--- config.mk ---
export PLATFORM = sky130hd
export DESIGN_NAME = cpu_datapath_flat
export DESIGN_NICKNAME = d
export VERILOG_FILES = /design/src/rtl/cpu_datapath_pkg.sv /design/src/rtl/cpu_datapath_if.sv /design/src/rtl/cpu_datapath_step_counter.sv /design/src/rtl/cpu_datapath.sv /design/src/flat_wrapper.sv
export SDC_FILE = /design/constraint.sdc
export NUM_CORES = 1
export LEC_CHECK = 0
export ABC_AREA = 0
export ABC_CLOCK_PERIOD_IN_PS = 4700
export CORE_MARGIN = 2
export CORE_UTILIZATION = 59
export CTS_CLUSTER_SIZE = 8
export DETAILED_ROUTE_END_ITERATION = 6
export GPL_TIMING_DRIVEN = 0
export HOLD_SLACK_MARGIN = 0.05
export MAX_ROUTING_LAYER = met4
export PLACE_DENSITY = 0.88
export SETUP_SLACK_MARGIN = 0.15
export SLEW_MARGIN = 0
export SYNTH_ARGS = -nofsm -noshare
export SYNTH_HDL_FRONTEND = slang
export SYNTH_SLANG_ARGS = --single-unit
--- constraint.sdc ---
create_clock -name iClk -period 4.7 [get_ports iClk]
set_clock_uncertainty 0.2 [all_clocks]
set_input_delay 0.94 -clock iClk [delete_from_list [all_inputs] [get_ports iClk]]
set_output_delay 0.94 -clock iClk [all_outputs]
set_load 0.1 [all_outputs]
--- src/rtl/cpu_datapath_pkg.sv ---
// Shared definitions for the teaching-CPU datapath: bus width, step encodings,
// register indices and flag bit positions.
package cpu_datapath_pkg;

   localparam int W = 16;

   typedef enum logic [1:0] {
      S0 = 2'd0,
      S1 = 2'd1,
      S2 = 2'd2,
      S3 = 2'd3
   } step_e;

   localparam logic [2:0] R0 = 3'd0;
   localparam logic [2:0] R1 = 3'd1;
   localparam logic [2:0] R2 = 3'd2;
   localparam logic [2:0] R3 = 3'd3;
   localparam logic [2:0] R4 = 3'd4;
   localparam logic [2:0] R5 = 3'd5;
   localparam logic [2:0] R6 = 3'd6;
   localparam logic [2:0] R7 = 3'd7;

   localparam int FLAG_N = 2;
   localparam int FLAG_Z = 1;
   localparam int FLAG_C = 0;

endpackage

--- src/rtl/cpu_datapath_if.sv ---
// Control-strobe bundle between the control unit (master) and the datapath (slave).
// oFlags exists only when DATAPATH_FLAGS_EN is defined.
interface cpu_datapath_if #(parameter int W = cpu_datapath_pkg::W);

   // Strobes are plain per-cycle qualifiers: each one acts on the next rising
   // edge when high; there is no valid/ready handshake and no back-pressure.
   logic         iRun;
   logic [W-1:0] iDin;
   logic         iIr_en;
   logic         iDin_en;
   logic         iGout;
   logic [2:0]   iRout;
   logic [7:0]   iRin;
   logic         iAin;
   logic         iGin;
   logic         iSub;
   logic         iDone;
   logic         iClear;
   logic [1:0]   oState;
   logic [8:0]   oIr;
   logic [W-1:0] oBus;
`ifdef DATAPATH_FLAGS_EN
   logic [2:0]   oFlags;
`endif

   modport master (
      output iRun, iDin, iIr_en, iDin_en, iGout, iRout, iRin, iAin, iGin, iSub,
             iDone, iClear,
`ifdef DATAPATH_FLAGS_EN
      input  oFlags,
`endif
      input  oState, oIr, oBus
   );

   modport slave (
      input  iRun, iDin, iIr_en, iDin_en, iGout, iRout, iRin, iAin, iGin, iSub,
             iDone, iClear,
`ifdef DATAPATH_FLAGS_EN
      output oFlags,
`endif
      output oState, oIr, oBus
   );

endinterface

--- src/rtl/cpu_datapath_step_counter.sv ---
// 2-bit instruction step counter; clear beats done beats run, wraps S3 -> S0.
module cpu_datapath_step_counter
   import cpu_datapath_pkg::*;
(
   input  logic  iClk,
   input  logic  iRst_n,
   input  logic  iRun,
   input  logic  iDone,
   input  logic  iClear,
   output step_e oState
);

   step_e state_q;

   always_ff @(posedge iClk) begin
      if (!iRst_n) begin
         state_q <= S0;
      end else if (iClear || iDone) begin
         state_q <= S0;
      end else if (iRun) begin
         state_q <= step_e'(state_q + 2'd1);
      end
   end

   assign oState = state_q;

endmodule

--- src/rtl/cpu_datapath.sv ---
// Datapath of the 16-bit teaching CPU: R0-R7, IR, A, G, add/sub ALU, shared bus
// and step counter. Optional {N,Z,C} flags with DATAPATH_FLAGS_EN.
module cpu_datapath
   import cpu_datapath_pkg::*;
(
   input  logic           iClk,
   input  logic           iRst_n,
   cpu_datapath_if.slave  dp
);

   logic [W-1:0] r_q [8];
   logic [W-1:0] a_q;
   logic [W-1:0] g_q;
   logic [8:0]   ir_q;
   logic [W-1:0] bus;
   logic [W-1:0] operand;
   logic [W:0]   alu_full;
   logic [W-1:0] alu_res;
   step_e        state;

   // One source always owns the bus; external data wins, then G, then a register.
   always_comb begin
      bus = r_q[dp.iRout];
      if (dp.iDin_en) begin
         bus = dp.iDin;
      end else if (dp.iGout) begin
         bus = g_q;
      end
   end

   // Subtraction is A + ~bus + 1, so the top bit is carry-out / no-borrow.
   always_comb begin
      operand  = dp.iSub ? ~bus : bus;
      alu_full = {1'b0, a_q} + {1'b0, operand} + {{W{1'b0}}, dp.iSub};
      alu_res  = alu_full[W-1:0];
   end

   always_ff @(posedge iClk) begin
      if (!iRst_n) begin
         for (int k = 0; k < 8; k++) begin
            r_q[k] <= '0;
         end
         a_q  <= '0;
         g_q  <= '0;
         ir_q <= '0;
      end else begin
         for (int k = 0; k < 8; k++) begin
            if (dp.iRin[k]) begin
               r_q[k] <= bus;
            end
         end
         if (dp.iAin) begin
            a_q <= bus;
         end
         if (dp.iGin) begin
            g_q <= alu_res;
         end
         if (dp.iIr_en) begin
            ir_q <= dp.iDin[8:0];
         end
      end
   end

`ifdef DATAPATH_FLAGS_EN
   logic [2:0] flags_q;

   always_ff @(posedge iClk) begin
      if (!iRst_n) begin
         flags_q <= '0;
      end else if (dp.iGin) begin
         flags_q[FLAG_N] <= alu_res[W-1];
         flags_q[FLAG_Z] <= (alu_res == '0);
         flags_q[FLAG_C] <= alu_full[W];
      end
   end

   assign dp.oFlags = flags_q;
`endif

   cpu_datapath_step_counter u_step_counter (
      .iClk   (iClk),
      .iRst_n (iRst_n),
      .iRun   (dp.iRun),
      .iDone  (dp.iDone),
      .iClear (dp.iClear),
      .oState (state)
   );

   assign dp.oState = state;
   assign dp.oIr    = ir_q;
   assign dp.oBus   = bus;

endmodule

--- src/flat_wrapper.sv ---
// flat-port wrapper written by rule: the top's interface ports become plain ports
module cpu_datapath_flat import cpu_datapath_pkg::*;
  (iClk, iRst_n, dp_iRun, dp_iDin, dp_iIr_en, dp_iDin_en, dp_iGout, dp_iRout, dp_iRin, dp_iAin, dp_iGin, dp_iSub, dp_iDone, dp_iClear, dp_oState, dp_oIr, dp_oBus);
  cpu_datapath_if #(.W(W)) dp_i ();
  input  logic iClk;
  input  logic iRst_n;
  input wire logic [$bits(dp_i.iRun)-1:0] dp_iRun;
  input wire logic [$bits(dp_i.iDin)-1:0] dp_iDin;
  input wire logic [$bits(dp_i.iIr_en)-1:0] dp_iIr_en;
  input wire logic [$bits(dp_i.iDin_en)-1:0] dp_iDin_en;
  input wire logic [$bits(dp_i.iGout)-1:0] dp_iGout;
  input wire logic [$bits(dp_i.iRout)-1:0] dp_iRout;
  input wire logic [$bits(dp_i.iRin)-1:0] dp_iRin;
  input wire logic [$bits(dp_i.iAin)-1:0] dp_iAin;
  input wire logic [$bits(dp_i.iGin)-1:0] dp_iGin;
  input wire logic [$bits(dp_i.iSub)-1:0] dp_iSub;
  input wire logic [$bits(dp_i.iDone)-1:0] dp_iDone;
  input wire logic [$bits(dp_i.iClear)-1:0] dp_iClear;
  output wire logic [$bits(dp_i.oState)-1:0] dp_oState;
  output wire logic [$bits(dp_i.oIr)-1:0] dp_oIr;
  output wire logic [$bits(dp_i.oBus)-1:0] dp_oBus;
  assign dp_i.iRun = dp_iRun;
  assign dp_i.iDin = dp_iDin;
  assign dp_i.iIr_en = dp_iIr_en;
  assign dp_i.iDin_en = dp_iDin_en;
  assign dp_i.iGout = dp_iGout;
  assign dp_i.iRout = dp_iRout;
  assign dp_i.iRin = dp_iRin;
  assign dp_i.iAin = dp_iAin;
  assign dp_i.iGin = dp_iGin;
  assign dp_i.iSub = dp_iSub;
  assign dp_i.iDone = dp_iDone;
  assign dp_i.iClear = dp_iClear;
  assign dp_oState = dp_i.oState;
  assign dp_oIr = dp_i.oIr;
  assign dp_oBus = dp_i.oBus;
  cpu_datapath u_core (.iClk(iClk), .iRst_n(iRst_n), .dp(dp_i));
endmodule
# --- Word-level counts from Yosys, hierarchy flattened ---
# Memories as Yosys holds them, arrays and structs flattened.
# Index checks and enable logic that the tools add are counted.
totals:
  register_bits: 43
  ram_bits: 128
  in_bits: 38
  out_inout_bits: 27
  wordCells: 56
  mem_count: 1
classes:
  addsub: 3
  mux: 36
  bitwise_logic: 10
  reduce_logical: 2
memory_table:
  columns: ["name", "words", "width", "read_ports", "rd_clocked_by_memory_dff", "wr", "line", "source"]
  rows:
  - ["u_core.r_q", 8, 16, 1, 0, 8, "cpu_datapath.sv:11", "logic [W-1:0] r_q [8];"]
ops:
  columns: ["operator", "n"]
  rows:
  - ["$mux W16", 11]
  - ["$mux W1", 25]
  - ["$add A16 B1 Y16", 1]
  - ["$add A16 B16 Y16", 1]
  - ["$not A16 Y16", 1]
  - ["$or A1 B1 Y1", 8]
  - ["$add A2 B1 Y2 const B", 1]
  - ["$reduce_or A2 Y1", 1]
  - ["$logic_or A1 B1 Y1", 1]
  - ["$not A1 Y1", 1]

# --- Longest topological paths before layout ---
# Gate-level depths: netlist of run 1.
# An unclocked memory read counts as a cell.
depth:
  word_depth: 7
  ltp_mapped: 17
  ltp_nobuf: 15

# --- By module ---
# A second synthesis of run 1 with hierarchy kept.
hier_totals:
  cells_unflattened: 688
  area_unflattened_um2: 8474.4
modules_own_cells:
  columns: ["mod", "n_inst", "cells_each", "area_each_um2", "seq_area_each_um2"]
  rows:
  - ["cpu_datapath", 1, 680, 8390.5, 4664.5]
  - ["cpu_datapath_step_counter", 1, 8, 83.8, 40.0]

# --- Worst setup path before layout of run 1 ---
# No wires, ideal clock.
synth_timing:
  kind: "in2reg"
  from: "input dp_iRout[0]"
  to: "register u_core.g_q[14]"
  setup_ns: 0.123
  arrival_ns: 5.478
  required_ns: 4.377
  setup_slack_ns: -1.101
  path_stages: 17
  n_path_buf: 2
  cell_sequence: "buf_6 buf_4 mux4_2 mux2i_1 nor2_1 a21oi_1 o21ai_1 xnor2_1 fa_1 a21o_1 a21oi_1 o21a_1 nor2_1 o41ai_1 o21ai_0 xnor2_1 o21ai_0"
synth_between:
  elab_chain_cells: 7
synth_lines:
  columns: ["item", "line", "source"]
  rows:
  - ["start: declaration", "flat_wrapper.sv:12", "input wire logic [$bits(dp_i.iRout)-1:0] dp_iRout;"]
  - ["$mem_v2 Z8 W16 (*)", null, null]
  - ["$mux W16 (*)", "cpu_datapath.sv:26", "end else if (dp.iGout) begin"]
  - ["$mux W16 (*)", "cpu_datapath.sv:24", "if (dp.iDin_en) begin"]
  - ["via dp_oBus[1]", "flat_wrapper.sv:21", "output wire logic [$bits(dp_i.oBus)-1:0] dp_oBus;"]
  - ["$not A16 Y16", "cpu_datapath.sv:33", "operand = dp.iSub ? ~bus : bus;"]
  - ["$mux W16 (*)", "cpu_datapath.sv:33", null]
  - ["$add A16 B16 Y16 (*)", "cpu_datapath.sv:34", "alu_full = {1'b0, a_q} + {1'b0, operand} + {{W{1'b0}}, dp.iSub};"]
  - ["$add A16 B1 Y16 (*)", "cpu_datapath.sv:34", null]
  - ["end signal: assignment", "cpu_datapath.sv:56", "g_q <= alu_res;"]
  - ["end: declaration", "cpu_datapath.sv:13", "logic [W-1:0] g_q;"]
# Mark *: on every way through the listed nets, which the timed path passes. The rest lies on a longest branch.
# A chain may end at the register's enable or synchronous reset.

# --- Final worst setup path of run 1 ---
layout_timing:
  from: "input dp_iGout"
  to: "register u_core.g_q[14]"
layout_between:
  elab_chain_cells: 6
layout_lines:
  columns: ["item", "line", "source"]
  rows:
  - ["start: declaration", "flat_wrapper.sv:11", "input wire logic [$bits(dp_i.iGout)-1:0] dp_iGout;"]
  - ["$mux W16 (*)", "cpu_datapath.sv:26", null]
  - ["$mux W16 (*)", "cpu_datapath.sv:24", null]
  - ["$not A16 Y16", "cpu_datapath.sv:33", null]
  - ["$mux W16 (*)", "cpu_datapath.sv:33", null]
  - ["$add A16 B16 Y16 (*)", "cpu_datapath.sv:34", null]
  - ["$add A16 B1 Y16 (*)", "cpu_datapath.sv:34", null]
# Mark *: on every way between the ends. The rest lies on a longest branch, timed or not.

==> results of run 1 <==
cell type report:
type | count | share of cell area
Tap cell | 180 | 0.0229
Buffer | 46 | 0.0223
Clock inverter | 13 | 0.0104
Sequential cell | 171 | 0.479
Timing Repair Buffer | 57 | 0.0551
Multi-Input combinational cell | 424 | 0.366
Inverter | 3 | 0.00115
Clock buffer | 19 | 0.0440
routing by layer:
metal / up-vias / wire, µm
met5: - / 0
met1: 2720 / 7630
met3: 35 / 1550
met2: 279 / 9800
met4: 0 / 362
li1: 2577 / -
path summary, 6_finish.rpt:
path | startpoint | endpoint | slack, ns | cells after the start
worst min register to register | u_core.g_q[13]$_SDFFE_PN0P_ | u_core.g_q[13]$_SDFFE_PN0P_ | 0.26 | 2
worst max register to register | u_core.r_q[5][5]$_SDFFCE_PN0P_ | u_core.g_q[14]$_SDFFE_PN0P_ | 0.83 | 14
worst min-delay path | u_core.g_q[13]$_SDFFE_PN0P_ | u_core.g_q[13]$_SDFFE_PN0P_ | 0.26 | 2
worst max-delay path | dp_iGout | u_core.g_q[14]$_SDFFE_PN0P_ | 0.26 | 15
timing repair:
item,CTS,global route
endpoints found under the setup margin,27,20
buffers inserted,0,0
gates resized for setup,61,12
report_power, final:
part           switching, mW  internal, mW  leakage [nW]  total (mW)
clock network          0.565         0.720         0.249        1.29
logic                  0.498         0.288          2.08       0.785
registers             0.0436          1.76          1.77        1.80
total                   1.11          2.76          4.10        3.87
worst max-delay path, delay by kind of cell:
family                     cells  cell delay, ns
AOI/OAI and AO/OA              8            1.62
buffers and inverters          3            1.17
adders and majority gates      1            0.46
xor gates and xnor gates       2            0.29
and+or+nand+nor                1            0.08
logic make-up (layout without fill, tap and decap cells):
| kind of cell | count (synthesis) | count (layout) | share of synthesized area |
|---|---|---|---|
| and+or+nand+nor | 219 | 219 | 0.150 |
| AOI/OAI and AO/OA | 77 | 77 | 0.0614 |
| buffers and inverters | 49 | 138 | 0.0251 |
| muxes | 80 | 80 | 0.144 |
| DFF | 171 | 171 | 0.561 |
| xor gates and xnor gates | 32 | 32 | 0.0334 |
| adders and majority gates | 16 | 16 | 0.0248 |
layout by cell type, fill, tap and decap left out, drive strengths merged, types with 2 or more instances in the layout:
cell / netlist / final
mux2i: 48 / 48
clkinv: 0 / 7
ha: 15 / 15
nand2: 26 / 26
inv: 3 / 4
a31oi: 2 / 2
clkdlybuf4s50: 0 / 40
xnor2: 29 / 29
nand2b: 9 / 9
o21a: 4 / 4
clkbuf: 35 / 57
nor2b: 37 / 37
nor2: 24 / 24
and3: 97 / 97
clkdlybuf4s15: 0 / 9
buf: 11 / 16
a211oi: 3 / 3
nor3b: 2 / 2
o211a: 2 / 2
o21ai: 23 / 23
a21o: 9 / 9
and2: 17 / 17
dfxtp: 43 / 43
edfxtp: 128 / 128
a21oi: 26 / 26
clkinvlp: 0 / 4
o21bai: 3 / 3
xor2: 3 / 3
mux4: 32 / 32
per-stage QoR:
stage / instances / area (µm²) / TNS [ns]
finish: 913 / 9830 / 0
global route: 913 / 9830 / 0
CTS: 913 / 9830 / 0
detailed placement: 881 / 9300 / -20.66
global placement: 881 / 9300 / -17.86
floorplan: 644 / 8500 / 0
flip-flops by register name (all words and copies together), names as in the netlist:
name,count
u_core.u_step_counter.oState,2
u_core.g_q,16
u_core.a_q,16
u_core.dp.oIr,9
u_core.r_q,128
==> qor.yml, run 1 <==
netlist_instances: 644
antenna_found_initial: 0
power_mw: 3.87
use_met3: 0.0535
start_kind: "input port"
io_buffers: 57
start_util: 0.604
ctsHoldBuffers: 0
crit_chain: "clkdlybuf4s50_1 -> clkbuf_2 -> clkbuf_2 -> a21oi_2 -> o21ai_4 -> xnor2_2 -> fa_1 -> a21o_1 -> a21oi_2 -> o21a_1 -> nor2_1 -> o41ai_2 -> o21ai_0 -> xnor2_1 -> o21ai_0"
tightest_slew_ns: 1.03
cts_tree: "built"
post-synth-top-count-cell: "edfxtp_1"
slew_violations: 0
wl_per_cell_um: 21.2
synth_area_per_cell_um2: 13.0
die-area_mm2: 0.0152
numClockSinks: 171
ys_ff_latch: 171
antenna_left: 0
final_nets: 774
viasPerCell: 6.15
use_met2: 0.442
busiest_layer: "met2"
crit_path_max_fanout: 10
crit_type: "input port to register"
die_h_um: 123
area_delta_synth_final_pct: 17.3
rsz0062_at_grt: "yes"
wirelength_um: 19300
synth_cell_types: 48
dr.pass1.iters: 5
cts_root_buffer: "clkbuf_16"
coreArea_mm2: 0.0139
syn_nets: 698
synth_top_area_cell: "edfxtp_1"
place_hpwl_um: 14100
period_share: 0.944
cp-end-kind: "register"
htreeDepth: 4
multiInputGateArea_mm2: 0.00359
grt_use_total: 0.275
clkTransAtPathRegs_ns: 0.06
worstSkewPairLatency_ns: 0.43
max-slew-margin-rel: 0.311
synth_top_area_share: 0.459
cp_slowest_cell: "clkdlybuf4s50_1"
cts_buffers: 17
fill_cells: 906
fmax_mhz: 225
drc: 0
rows: 43
synth_area_leaders: "edfxtp_1 46%, dfxtp_1 10%, mux4_2 8.6%, and3_1 7.2%, mux2i_1 5.6%"
place_ws_ns: -0.923
yosysSeqAreaShare: 0.561
hold_violations: 0
routed-via-count: 5611
synth_area_mm2: 0.00838
crit_path_max_incr_delay_ns: 0.61
hold_path.class: "register to register"
grt_pass1_wl_um: 29700
clockBufferDepth: 2
async_flop_share: 0
overflow: 0
yosys_warnings: 0
fp.dieW_um: 123
drv_cap: 0
vdd_drop_max_v: 0.000327
pwr_density_cell_mw_per_mm2: 394
seq_area_mm2: 0.00470
critPathRequiredTime_ns: 4.81
worst_slack_ns: 0.264
drive_gt1_frac: 0.160
synthTopCellsByCount: "128 x edfxtp_1, 97 x and3_1, 47 x mux2i_1"
p_leak_nw: 4.10
status: "finished clean"
io-pin-count: 65
layout_min_cycle_time_ns: 4.44
worstPathArrival_ns: 4.54
grt_pass1_vias: 5677
num_antenna_cells: 0
synth_flop_cell: "edfxtp_1"
setup_violations: 0
fin_util: 0.708
synth-edff-count: 128
hold_slack_ns: 0.259
grt_use_met1: 0.351
gp_congestion: 0.915
drtIter0Drc: 721
grt_max_degree: 17
Note: power is estimated with default switching activity, not from simulation.
==> run 2: changes to the inputs <==
--- a/config.mk
+++ b/config.mk
@@ -15,6 +15,7 @@
 export HOLD_SLACK_MARGIN = 0.05
 export MAX_ROUTING_LAYER = met4
 export PLACE_DENSITY = 0.88
+export RECOVER_POWER = 100
 export SETUP_SLACK_MARGIN = 0.15
 export SLEW_MARGIN = 0
 export SYNTH_ARGS = -nofsm -noshare
==> run 2 against run 1 <==
Net effect: non-clock buffer count unchanged; sequential power about the same; design area down 0.33%; maximum frequency down 1.8%; via count down 0.20%; utilization down 0.23 points.
==> qor.yml, run 2 (synthesis gave the netlist of run 1 again) <==
max-slew-margin-rel: 0.323  # +0.0118
postLayoutCellArea_mm2: 0.00980  # -0.33%
wl_per_cell_um: 21.1  # -0.27%
critPathRequiredTime_ns: 3.56  # -1.25 ns
worstPathArrival_ns: 3.38  # -1.16 ns
gp_congestion: 0.915  # unchanged
rsz0062_at_grt: "yes"
cp_slowest_cell: "clkdlybuf4s15_1"
status: "finished clean"
grt_max_degree: 17  # unchanged
viasPerCell: 6.13  # -0.20%
post_cts_buffers: 0  # unchanged
fill_cells: 916  # +1.1%
antenna_found_initial: 0  # unchanged
reg2reg_to: "u_core.g_q[14]$_SDFFE_PN0P_"
io_buffers: 57  # unchanged
r2r-start: "u_core.r_q[6][1]$_DFFE_PP_"
vdd_drop_max_v: 0.000327  # +0.10%
numClockSinks: 171  # unchanged
period_share: 0.962  # +0.0177
setup_violations: 0  # unchanged
crit_path_max_fanout: 10  # unchanged
regToRegSetupSlack_ns: 0.71  # -0.12 ns
coreArea_mm2: 0.0139  # unchanged
drtIter0Drc: 637  # -12%
hold_path.class: "register to register"
fp.dieW_um: 123  # unchanged
htreeDepth: 4  # unchanged
clkTransAtPathRegs_ns: 0.06  # about the same
p_leak_nw: 4.11  # +0.22%
reg_top3: "u_core.r_q: 128 flops, u_core.a_q: 16 flops, u_core.g_q: 16 flops"
place_hpwl_um: 14100  # unchanged
die-area_mm2: 0.0152  # unchanged
wirelength_um: 19300  # -0.27%
worstSkewPairLatency_ns: 0.43  # about the same
hold_violations: 0  # unchanged
crit_path_max_incr_delay_ns: 0.89  # +0.28 ns
cp-endpoint: "dp_oBus[5]"
crit_type: "input port to output pin"
grt_pass1_wl_um: 29700  # unchanged
cp-end-kind: "output pin"
grt_use_total: 0.275  # unchanged
routed-via-count: 5600  # -0.20%
cts_tree: "built"
overflow: 0  # unchanged
crit_start: "dp_iGout"
io-pin-count: 65  # unchanged
tightest_slew_ns: 1.02  # -0.0177 ns
layout_commonest_cell: "edfxtp_1"
dpl.cell_count: 881  # unchanged
layout_min_cycle_time_ns: 4.52  # +0.0831 ns
grt_pass1_vias: 5677  # unchanged
clockBufferDepth: 2  # unchanged
cts_root_buffer: "clkbuf_16"
place_ws_ns: -0.923  # unchanged
antenna_left: 0  # unchanged
drc: 0  # unchanged
largest-register: "u_core.r_q"
area_delta_synth_final_pct: 16.9
fmax_mhz: 221  # -1.8%
fin_util: 0.706  # -0.00234
worst_slack_ns: 0.181  # -0.0831 ns
layout_common_cells: "128 x edfxtp_1, 97 x and3_1, 47 x mux2i_1"
start_kind: "input port"
die_h_um: 123  # unchanged
largest_reg_flops: 128  # unchanged
slew_violations: 0  # unchanged
drv_cap: 0  # unchanged
num_antenna_cells: 0  # unchanged
cts_buffers: 17  # unchanged
crit_chain: "clkdlybuf4s50_1 -> clkbuf_1 -> a21oi_1 -> o21ai_4 -> clkdlybuf4s15_1"
pwr_density_cell_mw_per_mm2: 394  # about the same
final_cells: 913  # unchanged
start_util: 0.604  # unchanged
placed_area_mm2: 0.00930  # unchanged
dr.pass1.iters: 5  # unchanged
final_nets: 774  # unchanged
drive_gt1_frac: 0.149  # -0.0109
reg2reg_depth: 15  # +1
rows: 43  # unchanged
==> run 2: changes by cell type in the layout (fill, tap and decap cells not counted), moves of 2 or more <==
cell             delta
and2_0             +17
o21ai_0             +2
dlygate4sd3_1      +19
and2_1             -17
clkbuf_2            +5
buf_2               -5
a21oi_1             +4
clkdlybuf4s50_1    -19
a21oi_2             -4
o21ai_1             -2
==> run 2: metal layers <==
| metal | share of wire | global-route usage |
|---|---|---|
| met1 | 0.40 | 0.351 |
| met2 | 0.51 | 0.442 |
| met3 | 0.077 | 0.0535 |
| met4 | 0.015 | 0.0980 |
| met5 | 0 | - |
==> run 2: worst min path at each step <==
stage | startpoint | endpoint | slack, ns | cells past startpoint
floorplan | u_core.g_q[14]$_SDFFE_PN0P_ | u_core.g_q[14]$_SDFFE_PN0P_ | 0.23 | 2
global placement | u_core.g_q[7]$_SDFFE_PN0P_ | u_core.g_q[7]$_SDFFE_PN0P_ | 0.24 | 2
detailed placement | u_core.g_q[7]$_SDFFE_PN0P_ | u_core.g_q[7]$_SDFFE_PN0P_ | 0.24 | 2
CTS | u_core.g_q[13]$_SDFFE_PN0P_ | u_core.g_q[13]$_SDFFE_PN0P_ | 0.26 | 2
global route | u_core.g_q[13]$_SDFFE_PN0P_ | u_core.g_q[13]$_SDFFE_PN0P_ | 0.27 | 2
finish | u_core.g_q[13]$_SDFFE_PN0P_ | u_core.g_q[13]$_SDFFE_PN0P_ | 0.26 | 2
==> run 2: repair_timing <==
action / in CTS / in global routing
hold buffers: 0 / 0
endpoints found under the setup margin: 27 / 20
gates resized for setup: 61 / 12
==> run 2: cell type report <==
type,count,area (µm²),share of cell area
clock buffer,19,433,0.0442
tap,180,225,0.0230
sequential,171,4700,0.480
timing repair buffer,57,541,0.0552
multi-input combinational,424,3560,0.364
buffer,46,219,0.0223
clock inverter,13,103,0.0105
inverter,3,11.3,0.00115
==> run 2: through the flow <==
step / total power [mW] / setup TNS [ns] / hold WS (ns)
6_report: 3.86 / 0 / 0.263
5_1_grt: 3.98 / 0 / 0.275
4_1_cts: 3.87 / 0 / 0.259
3_5_place_dp: 2.61 / -20.66 / 0.242
3_3_place_gp: 2.58 / -17.86 / 0.239
2_1_floorplan: 2.40 / 0 / 0.225
==> run 2: critical path: cells and delay by family <==
family	cells	cell delay, ns
AO/OA/AOI/OAI	2	0.54
buffers and inverters	3	1.89
==> run 2: where the power goes <==
group | internal (mW) | switching [mW]
clock network | 0.720 | 0.564
logic | 0.281 | 0.495
registers | 1.76 | 0.0428
==> run 3: changes to the inputs <==
==> constraint.sdc (replaced) <==
create_clock -name iClk -period 4.7 [get_ports iClk]
set_clock_uncertainty 0.2 [all_clocks]
set_input_delay 1.175 -clock iClk [delete_from_list [all_inputs] [get_ports iClk]]
set_output_delay 1.175 -clock iClk [all_outputs]
set_load 0.1 [all_outputs]
==> run 3 against run 2 <==
Net effect: worst setup slack worse by 0.022 ns; utilization is 2.3 points higher; power rose by 6.2%; maximum frequency fell by 0.48%.
==> qor.yml, run 3 (synthesis gave the netlist of run 1 again) <==
worst_slack_ns: 0.159  # -0.0220 ns
cts_tree: "built"
io_buffers: 57  # unchanged
antenna_left: 0  # unchanged
grt_pass1_vias: 5998  # +5.7%
largest_reg_flops: 128  # unchanged
rows: 43  # unchanged
routed-via-count: 5903  # +5.4%
slew_violations: 0  # unchanged
gp_congestion: 0.937  # +2.4%
layout_commonest_cell: "edfxtp_1"
place_hpwl_um: 14900  # +5.9%
wl_per_cell_um: 24.0  # +14%
ctsHoldBuffers: 0  # unchanged
tightest_slew_ns: 0.991  # -0.0242 ns
seq_area_mm2: 0.00470  # unchanged
start_util: 0.604  # unchanged
layout_min_cycle_time_ns: 4.54  # +0.0220 ns
reg2reg_depth: 14  # -1
worstSkewPairLatency_ns: 0.43  # about the same
hold_violations: 0  # unchanged
io-pin-count: 65  # unchanged
max-slew-margin-rel: 0.337  # +0.0141
largest-register: "u_core.r_q"
cp-end-kind: "register"
cts_buffers: 17  # unchanged
multiInputGateArea_mm2: 0.00369  # +3.5%
min_to: "u_core.g_q[9]$_SDFFE_PN0P_"
fp.dieW_um: 123  # unchanged
numClockSinks: 171  # unchanged
hold_path.class: "register to register"
num_antenna_cells: 0  # unchanged
die_h_um: 123  # unchanged
htreeDepth: 4  # unchanged
grt_pass1_wl_um: 33300  # +12%
r2r-start: "u_core.r_q[5][6]$_SDFFCE_PN0P_"
min_from: "u_core.g_q[9]$_SDFFE_PN0P_"
crit_start: "dp_iRout[0]"
reg2reg_to: "u_core.g_q[14]$_SDFFE_PN0P_"
clkTransAtPathRegs_ns: 0.06  # about the same
die-area_mm2: 0.0152  # unchanged
period_share: 0.966  # +0.00468
setup_violations: 0  # unchanged
placed_area_mm2: 0.00937  # +0.79%
reg_top3: "u_core.r_q: 128 flops, u_core.a_q: 16 flops, u_core.g_q: 16 flops"
dr.pass1.iters: 5  # unchanged
drtIter0Drc: 855  # +34%
coreArea_mm2: 0.0139  # unchanged
dpl.cell_count: 881  # unchanged
layout_common_cells: "128 x edfxtp_1, 97 x and3_1, 46 x mux2i_1"
crit_type: "input port to register"
drv_cap: 0  # unchanged
drc: 0  # unchanged
worstPathArrival_ns: 4.66  # +1.28 ns
pwr_density_cell_mw_per_mm2: 405  # +2.9%
final_nets: 783  # +1.2%
crit_path_max_fanout: 10  # unchanged
fmax_mhz: 220  # -0.48%
vdd_drop_max_v: 0.000195  # -40%
start_kind: "input port"
clockBufferDepth: 2  # unchanged
drive_gt1_frac: 0.181  # +0.0319
grt_max_degree: 17  # unchanged
fill_cells: 843  # -8.0%
final_cells: 922  # +0.99%
antenna_found_initial: 0  # unchanged
holdPathStages: 2  # unchanged
place_ws_ns: -1.44  # -0.512 ns
status: "finished clean"
rsz0062_at_grt: "yes"
overflow: 0  # unchanged
viasPerCell: 6.40  # +4.4%
area_delta_synth_final_pct: 20.7
cts_root_buffer: "clkbuf_16"
critPathRequiredTime_ns: 4.82  # +1.26 ns
fin_util: 0.729  # +0.0227
postLayoutCellArea_mm2: 0.0101  # +3.2%
grt_use_total: 0.315  # +0.0400
regToRegSetupSlack_ns: 0.82  # +0.11 ns
wirelength_um: 22100  # +15%
p_leak_nw: 4.23  # +2.9%
-- run 3: changes by cell type in the layout (fill, tap and decap cells not counted), moves of 8 or more --
cell,previous run,this run
clkdlybuf4s15_2,8,0
dlygate4sd3_1,19,8
buf_4,3,15
clkdlybuf4s50_1,21,32
-- run 3: cell type report --
class	instances	share of cell area
buffer	46	0.0267
clock buffer	21	0.0435
clock inverter	11	0.0148
inverter	3	0.00111
multi-input combinational	424	0.365
sequential	171	0.465
tap	180	0.0223
timing repair buffer	66	0.0617
-- run 3: worst max-delay path by stage --
stage | depth (start not counted) | end
floorplan | 16 | u_core.g_q[14]$_SDFFE_PN0P_
global placement | 8 | dp_oBus[13]
detailed placement | 8 | dp_oBus[13]
CTS | 6 | dp_oBus[14]
global route | 16 | u_core.g_q[14]$_SDFFE_PN0P_
finish | 16 | u_core.g_q[14]$_SDFFE_PN0P_
-- run 3: metrics by stage --
stage	hold slack (ns)	power (mW)	setup TNS (ns)
final	0.263	4.10	0
after global routing	0.282	4.20	0
after CTS	0.259	4.06	0
after detailed placement	0.245	2.63	-30.89
after global placement	0.241	2.60	-26.68
after floorplan	0.225	2.41	-0.000160
-- run 3: per-layer routing --
| layer | GRT usage | vias up | wire [µm] |
|---|---|---|---|
| li1 | - | 2585 | - |
| met1 | 0.387 | 2889 | 8190 |
| met2 | 0.508 | 351 | 11000 |
| met4 | 0.149 | 0 | 945 |
| met3 | 0.0577 | 78 | 1980 |
| met5 | - | - | 0 |
-- run 3: power breakdown --
group	leakage [nW]	internal, mW	total, mW	switching, mW
combinational	2.17	0.317	0.850	0.533
clock	0.289	0.879	1.45	0.566
sequential	1.77	1.76	1.80	0.0476
total	4.23	2.95	4.10	1.15
-- run 3: critical path, stage by stage --
cell and delay (ns):
buf_12 0.10, buf_12 0.15, mux4_2 0.57, mux2i_1 0.24, nor2_1 0.07, a21oi_1 0.22, o21ai_4 0.16, xnor2_2 0.18
ha_2 0.21, or4_1 0.56, o211ai_1 0.15, nor2_1 0.13, o41ai_2 0.33, o21ai_1 0.14, xnor2_1 0.18, o21ai_0 0.09
-- run 3: what timing repair did --
item / 4_1_cts / 5_1_grt
gates resized for setup: 119 / 20
pin swaps: 4 / 6
setup buffers: 6 / 3
setup endpoints to repair: 29 / 17
==> variant: new RTL, flow settings as in run 3 <==
The package constant `W` goes from 16 to 20.
--- a/src/rtl/cpu_datapath_pkg.sv
+++ b/src/rtl/cpu_datapath_pkg.sv
@@ -2,7 +2,7 @@
 // register indices and flag bit positions.
 package cpu_datapath_pkg;
 
-   localparam int W = 16;
+   localparam int W = 20;
 
    typedef enum logic [1:0] {
       S0 = 2'd0,
Interface: changed (resized dp_iDin and dp_oBus); port bits go from 65 to 73. No check against the original RTL was run, so the function may have changed too.
==> variant against run 3 <==
Synthesized area grew 26%; global-route usage grew 0.52 points; clock power grew 32%; routed wire length increased by 30%; cell area rose by 25%; total power grew 27%; sequential cell count up 40; maximum frequency decreased by 1.4%; worst setup slack worse by 0.064 ns; critical path type is now primary input to output pin; highest routed layer unchanged.
==> variant: results (changes against run 3) <==
- Largest registers: u_core.r_q x160, u_core.a_q x20, u_core.g_q x20 (was u_core.r_q x128, u_core.a_q x16, u_core.g_q x16).
- The last element of the critical path is dp_oBus[13] (was u_core.g_q[14]).
- The launch point of the worst hold path is u_core.g_q[18] (was u_core.g_q[9]).
- The cell family contributing the most delay on the critical path was buffers and inverters (was compound AO/OA/AOI/OAI gates).
- The clock insertion delay at the later pin of the skew report is 0.56 ns (was 0.43 ns).
- The first-pass GRT wire length is 43900 µm (was 33300 µm).
- The total via count after detailed routing is 7915 (was 5903).
- The layout net count is 1030 (was 783).
- The port buffer count came to 66 (was 57).
- Result of the run: complete, no violations (unchanged).
- Synth cell count leaders: 160 x sky130_fd_sc_hd__edfxtp_1, 122 x sky130_fd_sc_hd__and3_1, 66 x sky130_fd_sc_hd__nor2_1 (was 128 x sky130_fd_sc_hd__edfxtp_1, 97 x sky130_fd_sc_hd__and3_1, 47 x sky130_fd_sc_hd__mux2i_1).
- The half-perimeter wire length after detailed placement is 19400 µm (was 14900 µm).
- The CTS buffer count is 30 (was 17).
- The count of flip-flops with a built-in enable after synthesis was 160 (was 128).
- Top area cells in the synthesized netlist: sky130_fd_sc_hd__edfxtp_1 45%, sky130_fd_sc_hd__dfxtp_1 9.7%, sky130_fd_sc_hd__mux4_2 8.1% (was sky130_fd_sc_hd__edfxtp_1 46%, sky130_fd_sc_hd__dfxtp_1 10%, sky130_fd_sc_hd__mux4_2 8.6%).
- The synthesized netlist cell count is 859 (was 644).
- The switching component of the power came to 0.00151 W (was 0.00115 W).
- The global router's overall resource usage is 0.320 (was 0.315).
- The met2 track demand over resource is 0.509 (was 0.508).
- The number of instances resized during post-cts repair is 122 (was 119).
- The net count of the mapped netlist is 920 (was 698).
- The logic depth of the worst register-to-register path is 15 (was 14).
- The measured slew at the worst slew-check pin is 1.21 ns (was 0.991 ns).
- The origin of the critical flop-to-flop path is u_core.r_q[7][1] (was u_core.r_q[5][6]).
- The post-detailed-placement cell area is 11700 µm² (was 9370 µm²).
- The H-tree depth reported by CTS was 1 (was 4).
- The mean routed wirelength per cell was 24.0 µm (about the same).
-- variant: cell count changes in the layout (fill, tap and decap cells not counted), sizes merged, moves of 22 or more --
cell	change
clkbuf	+27
nor2b	-30
edfxtp	+32
xnor2	-22
and3	+25
nor2	+42
-- variant: cell families (layout without fill, tap and decap cells) --
family | Yosys count | count (layout) | share of synthesized area
DFF | 211 | 211 | 0.552
AOI/OAI and AO/OA | 131 | 131 | 0.0842
xor gates and xnor gates | 29 | 29 | 0.0240
muxes | 92 | 92 | 0.133
and+or+nand+nor | 303 | 303 | 0.153
adders and majority gates | 19 | 19 | 0.0232
buffers and inverters | 74 | 191 | 0.0308
-- variant: layout make-up --
class / instances / area, µm²
Sequential cell: 211 / 5830
Fill cell: 1113 / 4760
Multi-Input combinational cell: 574 / 4620
Clock buffer: 37 / 777
Timing Repair Buffer: 79 / 721
Buffer: 62 / 350
Tap cell: 225 / 282
Inverter: 11 / 41.3
Clock inverter: 2 / 37.5
